[config.mk]
export PLATFORM = sky130hd
export DESIGN_NAME = pc_sequencer
export DESIGN_NICKNAME = d
export VERILOG_FILES = /design/src/rtl/mips_pkg.sv /design/src/rtl/pc_redirect_sel.sv /design/src/rtl/pc_sequencer.sv
export SDC_FILE = /design/constraint.sdc
export NUM_CORES = 1
export LEC_CHECK = 0
export ABC_AREA = 0
export ABC_CLOCK_PERIOD_IN_PS = 3000
export CORE_MARGIN = 4
export CORE_UTILIZATION = 40
export DETAILED_ROUTE_END_ITERATION = 8
export HOLD_SLACK_MARGIN = 0.1
export PLACE_DENSITY = 0.79
export SYNTH_ARGS = -nofsm -noshare
export SYNTH_HDL_FRONTEND = slang
export SYNTH_SLANG_ARGS = --single-unit
[constraint.sdc]
create_clock -name clk -period 3 [get_ports clk]
set_input_delay 0.6 -clock clk [delete_from_list [all_inputs] [get_ports clk]]
set_output_delay 0.6 -clock clk [all_outputs]
set_load 0.05 [all_outputs]
[src/rtl/mips_pkg.sv]
// -----------------------------------------------------------------------------
// mips_pkg
//
// Shared definitions for the MIPS fetch-side control blocks.
//
// Contents:
//   seq_state_e          - next-PC sequencer state encoding
//   RESET_VECTOR_DEFAULT - PC value the core starts from after reset
//   PC_INC               - byte stride of a sequential fetch
//   is_aligned()         - word-alignment test on an address's low bits
// -----------------------------------------------------------------------------
package mips_pkg;

    typedef enum logic [1:0] {
        RUN        = 2'd0,
        HOLD       = 2'd1,
        HOLD_REDIR = 2'd2
    } seq_state_e;

    localparam logic [31:0] RESET_VECTOR_DEFAULT = 32'h0040_0000;
    localparam int unsigned PC_INC               = 4;

    // Instructions are 32-bit words, so any target must have its two
    // least-significant bits at zero.
    function automatic logic is_aligned(input logic [1:0] addr_lsb);
        return (addr_lsb == 2'b00);
    endfunction

endpackage : mips_pkg

[src/rtl/pc_redirect_sel.sv]
// -----------------------------------------------------------------------------
// pc_redirect_sel
//
// Picks the winning control-flow redirect for this cycle and screens its target
// for word alignment. Purely combinational.
//
// Ports:
//   branch_taken, branch_target       - resolved taken branch
//   jump, jump_target                 - J/JAL
//   jump_reg, jump_reg_target         - JR/JALR
//   req_valid  (out)                  - a usable, aligned redirect exists
//   req_target (out)                  - target of the winning redirect
//   misalign   (out)                  - the winning redirect was misaligned
//                                       and has been dropped
// -----------------------------------------------------------------------------
module pc_redirect_sel
    import mips_pkg::*;
#(
    parameter int N = 32
) (
    input  logic         branch_taken,
    input  logic [N-1:0] branch_target,
    input  logic         jump,
    input  logic [N-1:0] jump_target,
    input  logic         jump_reg,
    input  logic [N-1:0] jump_reg_target,
    output logic         req_valid,
    output logic [N-1:0] req_target,
    output logic         misalign
);

    logic raw_valid;

    always_comb begin
        // NOTE: every output of a combinational block gets a default first, so
        // no path through the block leaves a value unassigned and a latch
        // cannot be inferred.
        raw_valid  = 1'b0;
        req_target = branch_target;

        // Register-sourced jumps win over direct jumps, which win over branches.
        if (jump_reg) begin
            raw_valid  = 1'b1;
            req_target = jump_reg_target;
        end else if (jump) begin
            raw_valid  = 1'b1;
            req_target = jump_target;
        end else if (branch_taken) begin
            raw_valid  = 1'b1;
            req_target = branch_target;
        end

        // Only the winner is screened: a misaligned winner kills the request
        // outright rather than letting a lower-priority source through.
        misalign  = raw_valid && !is_aligned(req_target[1:0]);
        req_valid = raw_valid && !misalign;
    end

endmodule : pc_redirect_sel

[src/rtl/pc_sequencer.sv]
// -----------------------------------------------------------------------------
// pc_sequencer
//
// Next-PC controller sitting in front of the PC register. Chooses between
// sequential fetch and branch/jump/jump-register redirects, holds the PC while
// the pipeline is stalled, parks a redirect that arrives during a stall and
// applies it on the first un-stalled cycle, and flags misaligned targets.
//
// Parameters:
//   N            - address width
//   RESET_VECTOR - PC after reset; must match the PC register's reset value
//
// Ports:
//   clk                         - rising-edge clock
//   reset                       - asynchronous, active-low reset
//   PCValue                     - current PC from the PC register
//   Stall                       - hazard unit requests PC hold
//   BranchTaken, BranchTarget   - resolved taken branch and its destination
//   Jump, JumpTarget            - J/JAL and its destination
//   JumpReg, JumpRegTarget      - JR/JALR and its destination
//   NewPC        (out, comb)    - next PC to the PC register
//   PCWrite      (out, comb)    - PC register write enable
//   FlushIF      (out, comb)    - squash the instruction in IF/ID
//   RedirPending (out, reg)     - a parked redirect exists
//   MisalignErr  (out, reg)     - sticky misaligned-target flag
// -----------------------------------------------------------------------------
module pc_sequencer
    import mips_pkg::*;
#(
    parameter int           N            = 32,
    parameter logic [N-1:0] RESET_VECTOR = N'(RESET_VECTOR_DEFAULT)
) (
    input  logic         clk,
    input  logic         reset,
    input  logic [N-1:0] PCValue,
    input  logic         Stall,
    input  logic         BranchTaken,
    input  logic [N-1:0] BranchTarget,
    input  logic         Jump,
    input  logic [N-1:0] JumpTarget,
    input  logic         JumpReg,
    input  logic [N-1:0] JumpRegTarget,
    output logic [N-1:0] NewPC,
    output logic         PCWrite,
    output logic         FlushIF,
    output logic         RedirPending,
    output logic         MisalignErr
);

    seq_state_e   state;
    seq_state_e   next_state;
    logic [N-1:0] pending;
    logic [N-1:0] pending_next;
    logic         req_valid;
    logic [N-1:0] req_target;
    logic         misalign;
    logic [N-1:0] seq_pc;

    pc_redirect_sel #(
        .N (N)
    ) u_redirect_sel (
        .branch_taken    (BranchTaken),
        .branch_target   (BranchTarget),
        .jump            (Jump),
        .jump_target     (JumpTarget),
        .jump_reg        (JumpReg),
        .jump_reg_target (JumpRegTarget),
        .req_valid       (req_valid),
        .req_target      (req_target),
        .misalign        (misalign)
    );

    // Sequential successor; wraps silently at the top of the address space.
    assign seq_pc = PCValue + N'(PC_INC);

    // -------------------------------------------------------------------------
    // State, pending target and error flag
    // -------------------------------------------------------------------------
    // NOTE: sequential state is updated only with non-blocking assignments so
    // every flop samples the values from before the edge, independent of the
    // order in which always blocks are evaluated.
    always_ff @(posedge clk or negedge reset) begin
        if (!reset) begin
            // NOTE: the pending target is a single register, not a memory, so
            // it is cleared on reset; this guarantees a redirect parked before
            // reset can never resurface afterwards.
            state       <= RUN;
            pending     <= '0;
            MisalignErr <= 1'b0;
        end else begin
            state   <= next_state;
            pending <= pending_next;
            if (misalign) begin
                MisalignErr <= 1'b1;
            end
        end
    end

    // The parked-redirect flag is a decode of the state register, so it is as
    // registered as the state itself and clears with it on reset.
    assign RedirPending = (state == HOLD_REDIR);

    // -------------------------------------------------------------------------
    // Next-state and next-PC selection
    // -------------------------------------------------------------------------
    always_comb begin
        next_state   = state;
        pending_next = pending;
        NewPC        = seq_pc;
        PCWrite      = 1'b0;
        FlushIF      = 1'b0;

        if (!reset) begin
            // Present the reset vector while reset is held so the PC register
            // sees a consistent value; writes are suppressed.
            NewPC = RESET_VECTOR;
        end else begin
            case (state)
                // HOLD without a stall behaves exactly like RUN, so the two
                // states share their decode and differ only in where they came
                // from.
                RUN, HOLD: begin
                    if (Stall) begin
                        NewPC = PCValue;
                        if (req_valid) begin
                            pending_next = req_target;
                            next_state   = HOLD_REDIR;
                        end else begin
                            next_state   = HOLD;
                        end
                    end else begin
                        PCWrite    = 1'b1;
                        next_state = RUN;
                        if (req_valid) begin
                            NewPC   = req_target;
                            FlushIF = 1'b1;
                        end
                    end
                end

                HOLD_REDIR: begin
                    if (Stall) begin
                        NewPC = PCValue;
                        // Latest redirect wins while still parked.
                        if (req_valid) begin
                            pending_next = req_target;
                        end
                    end else begin
                        // Release: a redirect arriving in the release cycle is
                        // younger than the parked one and supersedes it.
                        PCWrite      = 1'b1;
                        FlushIF      = 1'b1;
                        NewPC        = req_valid ? req_target : pending;
                        pending_next = '0;
                        next_state   = RUN;
                    end
                end

                default: begin
                    // Unreachable encoding: recover to RUN without writing.
                    pending_next = '0;
                    next_state   = RUN;
                end
            endcase
        end
    end

endmodule : pc_sequencer
== After elaboration in Yosys (flattened, before gate mapping) ==
Cells that the tools add are included.

* Add/sub/neg operators: 1
* Equality and inequality tests: 4
* Multiplexer cells: 25
* Reduce and logical (&&, ||, !) cells: 10

{| class="wikitable"
|+ Operators with widths
! cell !! number
|-
| $mux 32 || 9
|-
| $pmux 32 s2 || 2
|-
| $add 32x3->32 const B || 1
|-
| $mux 1 || 9
|-
| $mux 2 || 3
|-
| $logic_not 2->1 || 2
|-
| $ne 2x2->1 const B || 2
|-
| $pmux 2 s2 || 1
|-
| $reduce_and 2->1 || 2
|-
| $reduce_or 3->1 || 1
|-
| $eq 2x1->1 const B || 1
|-
| $eq 2x2->1 const B || 1
|-
| $logic_and 1x1->1 || 2
|-
| $logic_not 1->1 || 2
|-
| $pmux 1 s2 || 1
|-
| $reduce_or 2->1 || 1
|}

* Flip-flop bits (word level): 35
* Input port bits: 134
* Output and inout port bits: 36
* Word-level logic and storage cells: 43

== Logic depth before layout (Yosys ltp) ==
Gate-level depths: netlist (run 1).

* Depth after elaboration: 11
* Mapped depth: 9
* Gate-level depth less buffers: 6

== By module ==
A second synthesis (run 1) with hierarchy kept.

* Cell total of the unflattened synthesis: 432
* Area total of the unflattened synthesis: 3,519.6 um^2

{| class="wikitable"
|+ By module, submodules not included
! module !! instances !! cells an instance !! area an instance (um^2) !! seq. area each (um^2)
|-
| pc_sequencer || 1 || 318 || 2,758.9 || 875.8
|-
| pc_redirect_sel || 1 || 114 || 760.7 || 0.0
|}

== Worst setup path after synthesis (run 1) ==
No wires, ideal clock.

* Path type: input to output
* Start: in JumpReg
* End: out NewPC[17]
* Arrival time: 3.481 ns
* Data required time: 2.400 ns
* Slack: -1.081 ns
* Cell stages on the path: 9
* Buffers on the path: 4
* Path through: buf_2 nor4b_4 a211o_1 buf_4 or2_1 buf_2 buf_6 o32ai_1 nor4b_1

* Cells in the longest elaborated chain, start to end: 10
* Elaborated cells between the ends (all ways): 13
* Those cells by class: 8 x mux; 5 x reduce/logical

{| class="wikitable"
|+ RTL lines
! item !! line !! text
|-
| from (decl) || pc_sequencer.sv:41 || <nowiki>input logic JumpReg,</nowiki>
|-
| $mux 32 || pc_redirect_sel.sv:42 || <nowiki>if (jump_reg) begin</nowiki>
|-
| $logic_not 2->1 || mips_pkg.sv:26 || <nowiki>return (addr_lsb == 2'b00);</nowiki>
|-
| $logic_not 1->1 || pc_redirect_sel.sv:55 || <nowiki>misalign = raw_valid && !is_aligned(req_target[1:0]);</nowiki>
|-
| $logic_and 1x1->1 || pc_redirect_sel.sv:55 ||
|-
| $logic_not 1->1 || pc_redirect_sel.sv:56 || <nowiki>req_valid = raw_valid && !misalign;</nowiki>
|-
| $logic_and 1x1->1 || pc_redirect_sel.sv:56 ||
|-
| $mux 32 (on tied branches) || -- ||
|-
| $mux 32 (on tied branches) || pc_sequencer.sv:142, pc_sequencer.sv:123 ||
|-
| $pmux 32 s2 (*) || pc_sequencer.sv:118 || <nowiki>case (state)</nowiki>
|-
| $mux 32 (*) || pc_sequencer.sv:113 || <nowiki>if (!reset) begin</nowiki>
|-
| to (decl) || pc_sequencer.sv:43 || <nowiki>output logic [N-1:0] NewPC,</nowiki>
|}

Mark *: on every way between the ends. The rest lies on a longest branch, timed or not.

== Final worst setup path (run 1) ==
* Start: in PCValue[13]
* End: out NewPC[29]

* Cells in the longest elaborated chain, start to end: 5

{| class="wikitable"
|+ RTL lines
! item !! line !! text
|-
| from (decl) || pc_sequencer.sv:35 || <nowiki>input logic [N-1:0] PCValue,</nowiki>
|-
| $add 32x3->32 (*) || pc_sequencer.sv:74 || <nowiki>assign seq_pc = PCValue + N'(PC_INC);</nowiki>
|-
| $mux 32 || pc_sequencer.sv:134 || <nowiki>if (req_valid) begin</nowiki>
|-
| $mux 32 || pc_sequencer.sv:123 || <nowiki>if (Stall) begin</nowiki>
|-
| $pmux 32 s2 (*) || pc_sequencer.sv:118 ||
|-
| $mux 32 (*) || pc_sequencer.sv:113 ||
|}

Marked as above.

==> run_results.csv, run 1 <==
group,metric,value,unit
die,start_util,41.58,%
synthesis,synth_flop_cell,"dfrtp_1",
sta,whs,212.7,ps
route,drc_errors,0,
die,fp.dieW,101.1,um
layout,final_area,7024,sq um
place,place_area,6536,sq um
worst_setup_path,critical_path_class,"in -> out",
sta,setup-tns-final,-346.4,ps
sta,fin_crit,3094,ps
run_status,violations,"negative setup slack",
synthesis,synth_area,3468,sq um
worst_setup_path,startpoint_type,"input port",
power_and_ir_drop,combPwrFrac,58.4,%
die,core,8341,sq um
power_and_ir_drop,ir_drop,235.0,uV
synthesis,synth-async-reset-ratio,100.0,%
worst_setup_path,cp_max_fo,8,
grt,antenna_found_initial,1,
clocking,cts.htree.levels,2,
power_and_ir_drop,seqPwrFrac,23.3,%
place,port_buffers,169,
route,vias_per_cell,6.421,
die,rows,33,
clocking,root_buffer,"clkbuf_8",
route,routed_wl,18.34,mm
worst_setup_path,r2r_start,"state[1]",
route,wl_per_cell,23.54,um
route,drt_iter0_drc,433,
die,die_h,101.1,um
sta,fmax,0.3232,GHz
layout,n_fill_cell,443,
power_and_ir_drop,power_leakage,2.981,nW
sta,finalSetupViolCount,9,
clocking,hold_buffers,0,
clocking,cts.sinks,35,
sta,fin_ws,-94.41,ps
power_and_ir_drop,intPower,1.497,mW
sta,finalClockSkew,8.536,ps
power_and_ir_drop,swShare,40.89,%
worst_setup_path,r2r_slack,590,ps
worst_hold_path,hold_class,"in -> async",
worst_setup_path,timing.rr.end,"pending[29]",
grt,grt_pass1_vias,5066,
layout,syn2layout_area_growth,102.5,%
layout,final_util,84.22,%
worst_setup_path,cp.arrival,2490,ps
layout,nets,807,
synthesis,ys_seq_elements,35,
sta,period_share,103.1,%
die,io_pins,170,
sta,slew_headroom,39.36,%
power_and_ir_drop,powerDensity,360.6,nW/um^2
clocking,clk_path_buf_depth,2,
grt,grt_start_max_net_pins,39,
power_and_ir_drop,p_switching,1.036,mW
grt,globalRouteOverflowTotal,0,
synthesis,syn-num-nets,574,
run,drv_cap,0,
layout,final_layout_size_suffix_gt1_share,36.55,%
place,place_hpwl,12.28,mm
place,globalplace.congestion,0.9134,
sta,worst_slew_pin_slew,906.3,ps
run_status,status,"finished with violations",
synthesis,synth.distinct_cells,59,
power_and_ir_drop,power.total,2.533,mW
synthesis,yosys_warnings,0,
sta,rsz0062_at_grt,"true",
die,dieArea,10220,sq um
power_and_ir_drop,pwr-share-clk,18.4,%
grt,grt_first_pass_wirelength,25.62,mm
worst_setup_path,cp_data_required_time,2400,ps
worst_setup_path,end_kind,"primary output",
synthesis,synth_edf_count,0,
synthesis,avgSynthCellArea,7.901,sq um
synthesis,syn_inst,439,
sta,finalHoldViolations,0,
route,drt-pass1-iter-count,6,
clocking,clkTransAtPathRegs,80,ps
route,final_antenna_net_count,0,
worst_setup_path,ff2ff_path_depth,5,
clocking,cts_tree,"yes",
clocking,cts_buffers,5,
clocking,clkLatencyLatePin,290,ps
sta,slew_viol_final,0,
route,vias,5002,
synthesis,seq_area_frac_synth,25.25,%
grt,grt_usage,31.50,%
## cell usage in the layout, fill, tap and decap left out, drive strengths merged, types with 13 or more instances in the layout
| cell | n |
|---|---|
| buf | 140 |
| clkdlybuf4s50 | 100 |
| nand2 | 46 |
| o21ai | 44 |
| nor2 | 37 |
| dfrtp | 35 |
| mux2i | 31 |
| a21oi | 26 |
| o221ai | 20 |
| a211oi | 14 |
| nor3 | 13 |
## state kept, by name, indices dropped and copies added, names as in the netlist
name and cells:
pending 32, state 2, MisalignErr 1
## critical path, cell delays in order
cell and delay [ps]:
buf_8 70, nand4_1 230, or4b_4 720, buf_4 200
nor3_4 130, xnor2_1 160, o221a_4 240, buf_12 130
## power by group through the flow
stage	clock network, mW	logic, mW	registers (mW)
final	0.465	1.48	0.589
after CTS	0.458	1.40	0.581
after global routing	0.478	1.53	0.593
after global placement	0	1.34	0.581
after floorplan	0	0.696	0.569
after detailed placement	0	1.37	0.587
## stage by stage
stage | instances | setup WS [ps]
3_3_place_gp | 760 | -491.3
5_1_grt | 779 | -219.9
3_5_place_dp | 760 | -525.0
2_1_floorplan | 439 | -170.5
6_report | 779 | -94.41
4_1_cts | 774 | -38.64
## synthesized netlist by cell type, types with 2 or more instances
library cell / n / area share (%)
nor2_1: 37 / 4.0
buf_2: 10 / 1.4
mux2_2: 3 / 0.97
and2_1: 4 / 0.72
a221oi_1: 8 / 2.0
a2bb2oi_1: 2 / 0.51
nand4_1: 8 / 1.4
o22ai_1: 10 / 1.8
nand2_1: 46 / 5.0
xor2_1: 10 / 2.5
dfrtp_1: 35 / 25
a21oi_1: 26 / 3.8
nor3_1: 11 / 1.6
and3_1: 3 / 0.54
buf_1: 2 / 0.22
o221ai_1: 20 / 5.1
o21bai_1: 2 / 0.43
o221a_2: 2 / 0.65
buf_6: 2 / 0.65
clkbuf_1: 23 / 2.5
nor3_2: 2 / 0.58
mux2i_1: 31 / 8.9
o21ai_0: 43 / 6.2
nor4_2: 2 / 0.72
nand3_1: 8 / 1.2
o32ai_1: 2 / 0.51
nor3b_2: 2 / 0.72
inv_1: 10 / 1.1
nand3b_1: 2 / 0.43
or3_1: 4 / 0.72
xnor2_1: 12 / 3.0
nor4b_1: 2 / 0.51
nand2b_1: 2 / 0.36
a211oi_1: 13 / 2.8
a22o_1: 12 / 3.0
o211ai_1: 5 / 1.1
## routing by layer
layer | part of all wire, % | wire (um) | track usage (%)
met5 | 0 | 0 | 0
met2 | 49 | 8917 | 56.39
met4 | 6.0 | 1095 | 14.21
met1 | 35 | 6366 | 36.58
met3 | 11 | 1961 | 5.260
## cell type report
cell class	count	area (sq um)	area share, %
diodes	1	2.502	0.03563
clock buffers	6	82.58	1.176
clock inverters	2	35.03	0.4988
inverters	10	37.54	0.5344
multi-input cells	356	3040	43.28
flip-flops and latches	35	875.8	12.47
well taps	105	131.4	1.870
repair buffers	264	2819	40.13
## repair_timing
action / in CTS / in global routing
gates resized for setup: 101 / 40
pin swaps: 26 / 25
endpoints found under the setup margin: 32 / 26
setup buffers: 6 / 5
## worst max path at each step
stage	cells past startpoint	slack [ps]	end	startpoint
after floorplan	4	-170	FlushIF	reset
after global routing	8	-220	NewPC[31]	Jump
after detailed placement	8	-520	NewPC[28]	PCValue[2]
final	8	-90	NewPC[29]	PCValue[13]
after global placement	8	-490	NewPC[27]	PCValue[4]
after CTS	8	-40	NewPC[25]	PCValue[11]
## cell families (layout without fill, tap and decap cells)
family                   Yosys count  after routing  synth area share (%)
AO/OA/AOI/OAI                    154            154                 30.70
XOR/XNOR                          22             22                 5.555
adder cells (fa/ha/maj)            1              1                0.3607
buffers and inverters             48            282                 6.097
flip-flops                        35             35                 25.25
multiplexers                      34             34                 9.921
other                              0              1                     0
AND/OR/NAND/NOR                  145            145                 22.11
Power figures use the tool's default switching activity.
==> run 2: changes to the inputs <==
--- a/config.mk
+++ b/config.mk
@@ -11,6 +11,7 @@
 export CORE_UTILIZATION = 40
 export DETAILED_ROUTE_END_ITERATION = 8
 export HOLD_SLACK_MARGIN = 0.1
+export MAX_ROUTING_LAYER = met4
 export PLACE_DENSITY = 0.79
 export SYNTH_ARGS = -nofsm -noshare
 export SYNTH_HDL_FRONTEND = slang
==> run 2 against run 1 <==
Against the previous run: the flow still finishes with violations (negative setup slack); cell count up 0.26%; first-iteration DRC count up 16%; sequential power about the same; clock-buffer cell count unchanged; power down 3.6%; combinational power about the same; die area unchanged.
==> run_results.csv, run 2 (synthesized netlist as in run 1, its figures left out) <==
group,metric,value,unit
sta,finalHoldViolations,0,
grt,grt_first_pass_wirelength,26.27,mm
die,start_util,41.58,%
worst_setup_path,cp_top_family,"simple AND/OR/NAND/NOR gates",
power_and_ir_drop,powerDensity,344.2,nW/um^2
layout,largestRegisters,"pending (32), state (2), MisalignErr (1)",
route,route.met2.wl,9.312,mm
clocking,clkLatencyLatePin,300,ps
place,pre_cts_ws,-568.6,ps
die,die_h,101.1,um
worst_hold_path,hp-start,"pending[23]",
worst_setup_path,max_stage_delay,400,ps
layout,final_area,7094,sq um
worst_setup_path,critical_path_class,"in -> out",
route,routed_wl,18.87,mm
worst_setup_path,r2r_slack,450,ps
route,drc_errors,0,
grt,antenna_found_initial,1,
sta,fin_crit,3205,ps
layout,multi_input_area,3078,sq um
layout,largest_reg_flops,32,
sta,fmax,0.3120,GHz
route,vias_per_cell,6.566,
worst_setup_path,cp_data_required_time,2400,ps
sta,rsz0062_at_grt,"true",
die,dieArea,10220,sq um
power_and_ir_drop,power.total,2.442,mW
layout,n_fill_cell,398,
place,globalplace.congestion,0.8758,
clocking,clk_path_buf_depth,2,
route,wl_per_cell,24.17,um
clocking,cts_tree,"yes",
sta,slew_headroom,37.88,%
clocking,cts_buffers,5,
worst_hold_path,min_path_cells,2,
layout,instances_no_fill,781,
worst_setup_path,timing.rr.end,"pending[26]",
layout,nets,811,
worst_setup_path,slowest_stage,"nor4_4",
route,dr.max_layer_used,"met4",
run,drv_cap,0,
sta,worst_slew_pin_slew,928.3,ps
die,io_pins,170,
grt,grt_pass1_vias,5203,
layout,layout_common_cells,"clkdlybuf4s50_1, buf_4, nand2_1",
sta,fin_ws,-205.5,ps
place,place_hpwl,12.08,mm
layout,largest-register,"pending",
clocking,root_buffer,"clkbuf_8",
route,final_antenna_net_count,0,
die,rows,33,
worst_setup_path,crit_buf_inv,3,
run_status,violations,"negative setup slack",
route,wl_met3,2.022,mm
layout,regArea,875.8,sq um
layout,final_layout_size_suffix_gt1_share,37.78,%
worst_setup_path,r2r_start,"state[1]",
worst_setup_path,cp.arrival,2610,ps
clocking,clkTransAtPathRegs,80,ps
place,place_area,6556,sq um
place,port_buffers,169,
sta,finalSetupViolCount,9,
clocking,cts.htree.levels,2,
worst_setup_path,cp_max_fo,5,
sta,finalClockSkew,7.392,ps
grt,grt_start_max_net_pins,39,
worst_hold_path,hold_class,"reg -> reg",
sta,slew_viol_final,0,
run_status,status,"finished with violations",
layout,layout_commonest_cell,"clkdlybuf4s50_1",
place,dp.cells,761,
worst_setup_path,ff2ff_path_depth,6,
route,drt-pass1-iter-count,8,
clocking,cts.sinks,35,
layout,syn2layout_area_growth,104.5,%
worst_setup_path,crit_chain,"buf_2, ha_2, nand4_1, buf_6, nor4_4, xor2_2, a211oi_2, nor3_2, clkbuf_16",
worst_setup_path,end_kind,"primary output",
grt,globalRouteOverflowTotal,0,
power_and_ir_drop,power_leakage,3.006,nW
route,vias,5128,
worst_hold_path,min_to,"pending[23]",
worst_setup_path,startpoint_type,"input port",
route,wl_met1,6.324,mm
die,fp.dieW,101.1,um
sta,period_share,106.8,%
die,core,8341,sq um
power_and_ir_drop,ir_drop,259.5,uV
route,drt_iter0_drc,504,
grt,grt_usage,33.54,%
==> run 2: per-stage QoR <==
stage	util, %	hold slack, ps	TNS [ps]
after detailed placement	78.61	471.9	-9606
after global placement	78.61	463.0	-8090
after CTS	83.81	491.1	-97.87
after floorplan	-	304.4	-529.6
final	85.06	502.5	-433.0
after global routing	85.06	513.2	-934.8
==> run 2: how the worst max path moves through the flow <==
stage                 from   endpoint  slack, ps  cells after the start
3_5_place_dp    PCValue[2]  NewPC[28]       -570                      8
4_1_cts        PCValue[11]  NewPC[25]        -70                      8
5_1_grt         PCValue[3]  NewPC[16]       -240                      9
6_report        PCValue[3]  NewPC[16]       -210                      9
2_1_floorplan        reset    FlushIF       -170                      4
3_3_place_gp    PCValue[3]  NewPC[28]       -490                      8
==> run 2: tightest hold or removal path, stage by stage (launching register included) <==
cell and delay [ps]:
dfrtp_1 350, nand2_1 40, o21ai_0 70
==> run 2: layout make-up <==
cell class / count / share of cell area, %
inverter: 10 / 0.5291
multi-input combinational: 356 / 43.39
clock buffer: 6 / 1.023
tap: 105 / 1.852
antenna: 1 / 0.03527
sequential: 35 / 12.35
timing repair buffer: 268 / 40.83
==> run 2: power by group <==
group / internal (mW) / leakage, nW / switching, mW
Combinational: 0.706 / 2.50 / 0.795
Clock: 0.156 / 0.0371 / 0.195
Sequential: 0.533 / 0.467 / 0.0573
==> run 2: metal layers <==
layer | vias up | GRT usage, %
li1 | 2124 | -
met1 | 2397 | 38.09
met2 | 453 | 57.90
met3 | 154 | 5.882
met4 | 0 | 14.01
met5 | - | -
==> run 2: repair_timing <==
action | CTS | global route
setup endpoints to repair | 31 | 29
gates resized for setup | 115 | 37
gates cloned | 1 | 0
pin swaps | 36 | 26
buffers inserted | 13 | 3
hold buffers | 0 | 0
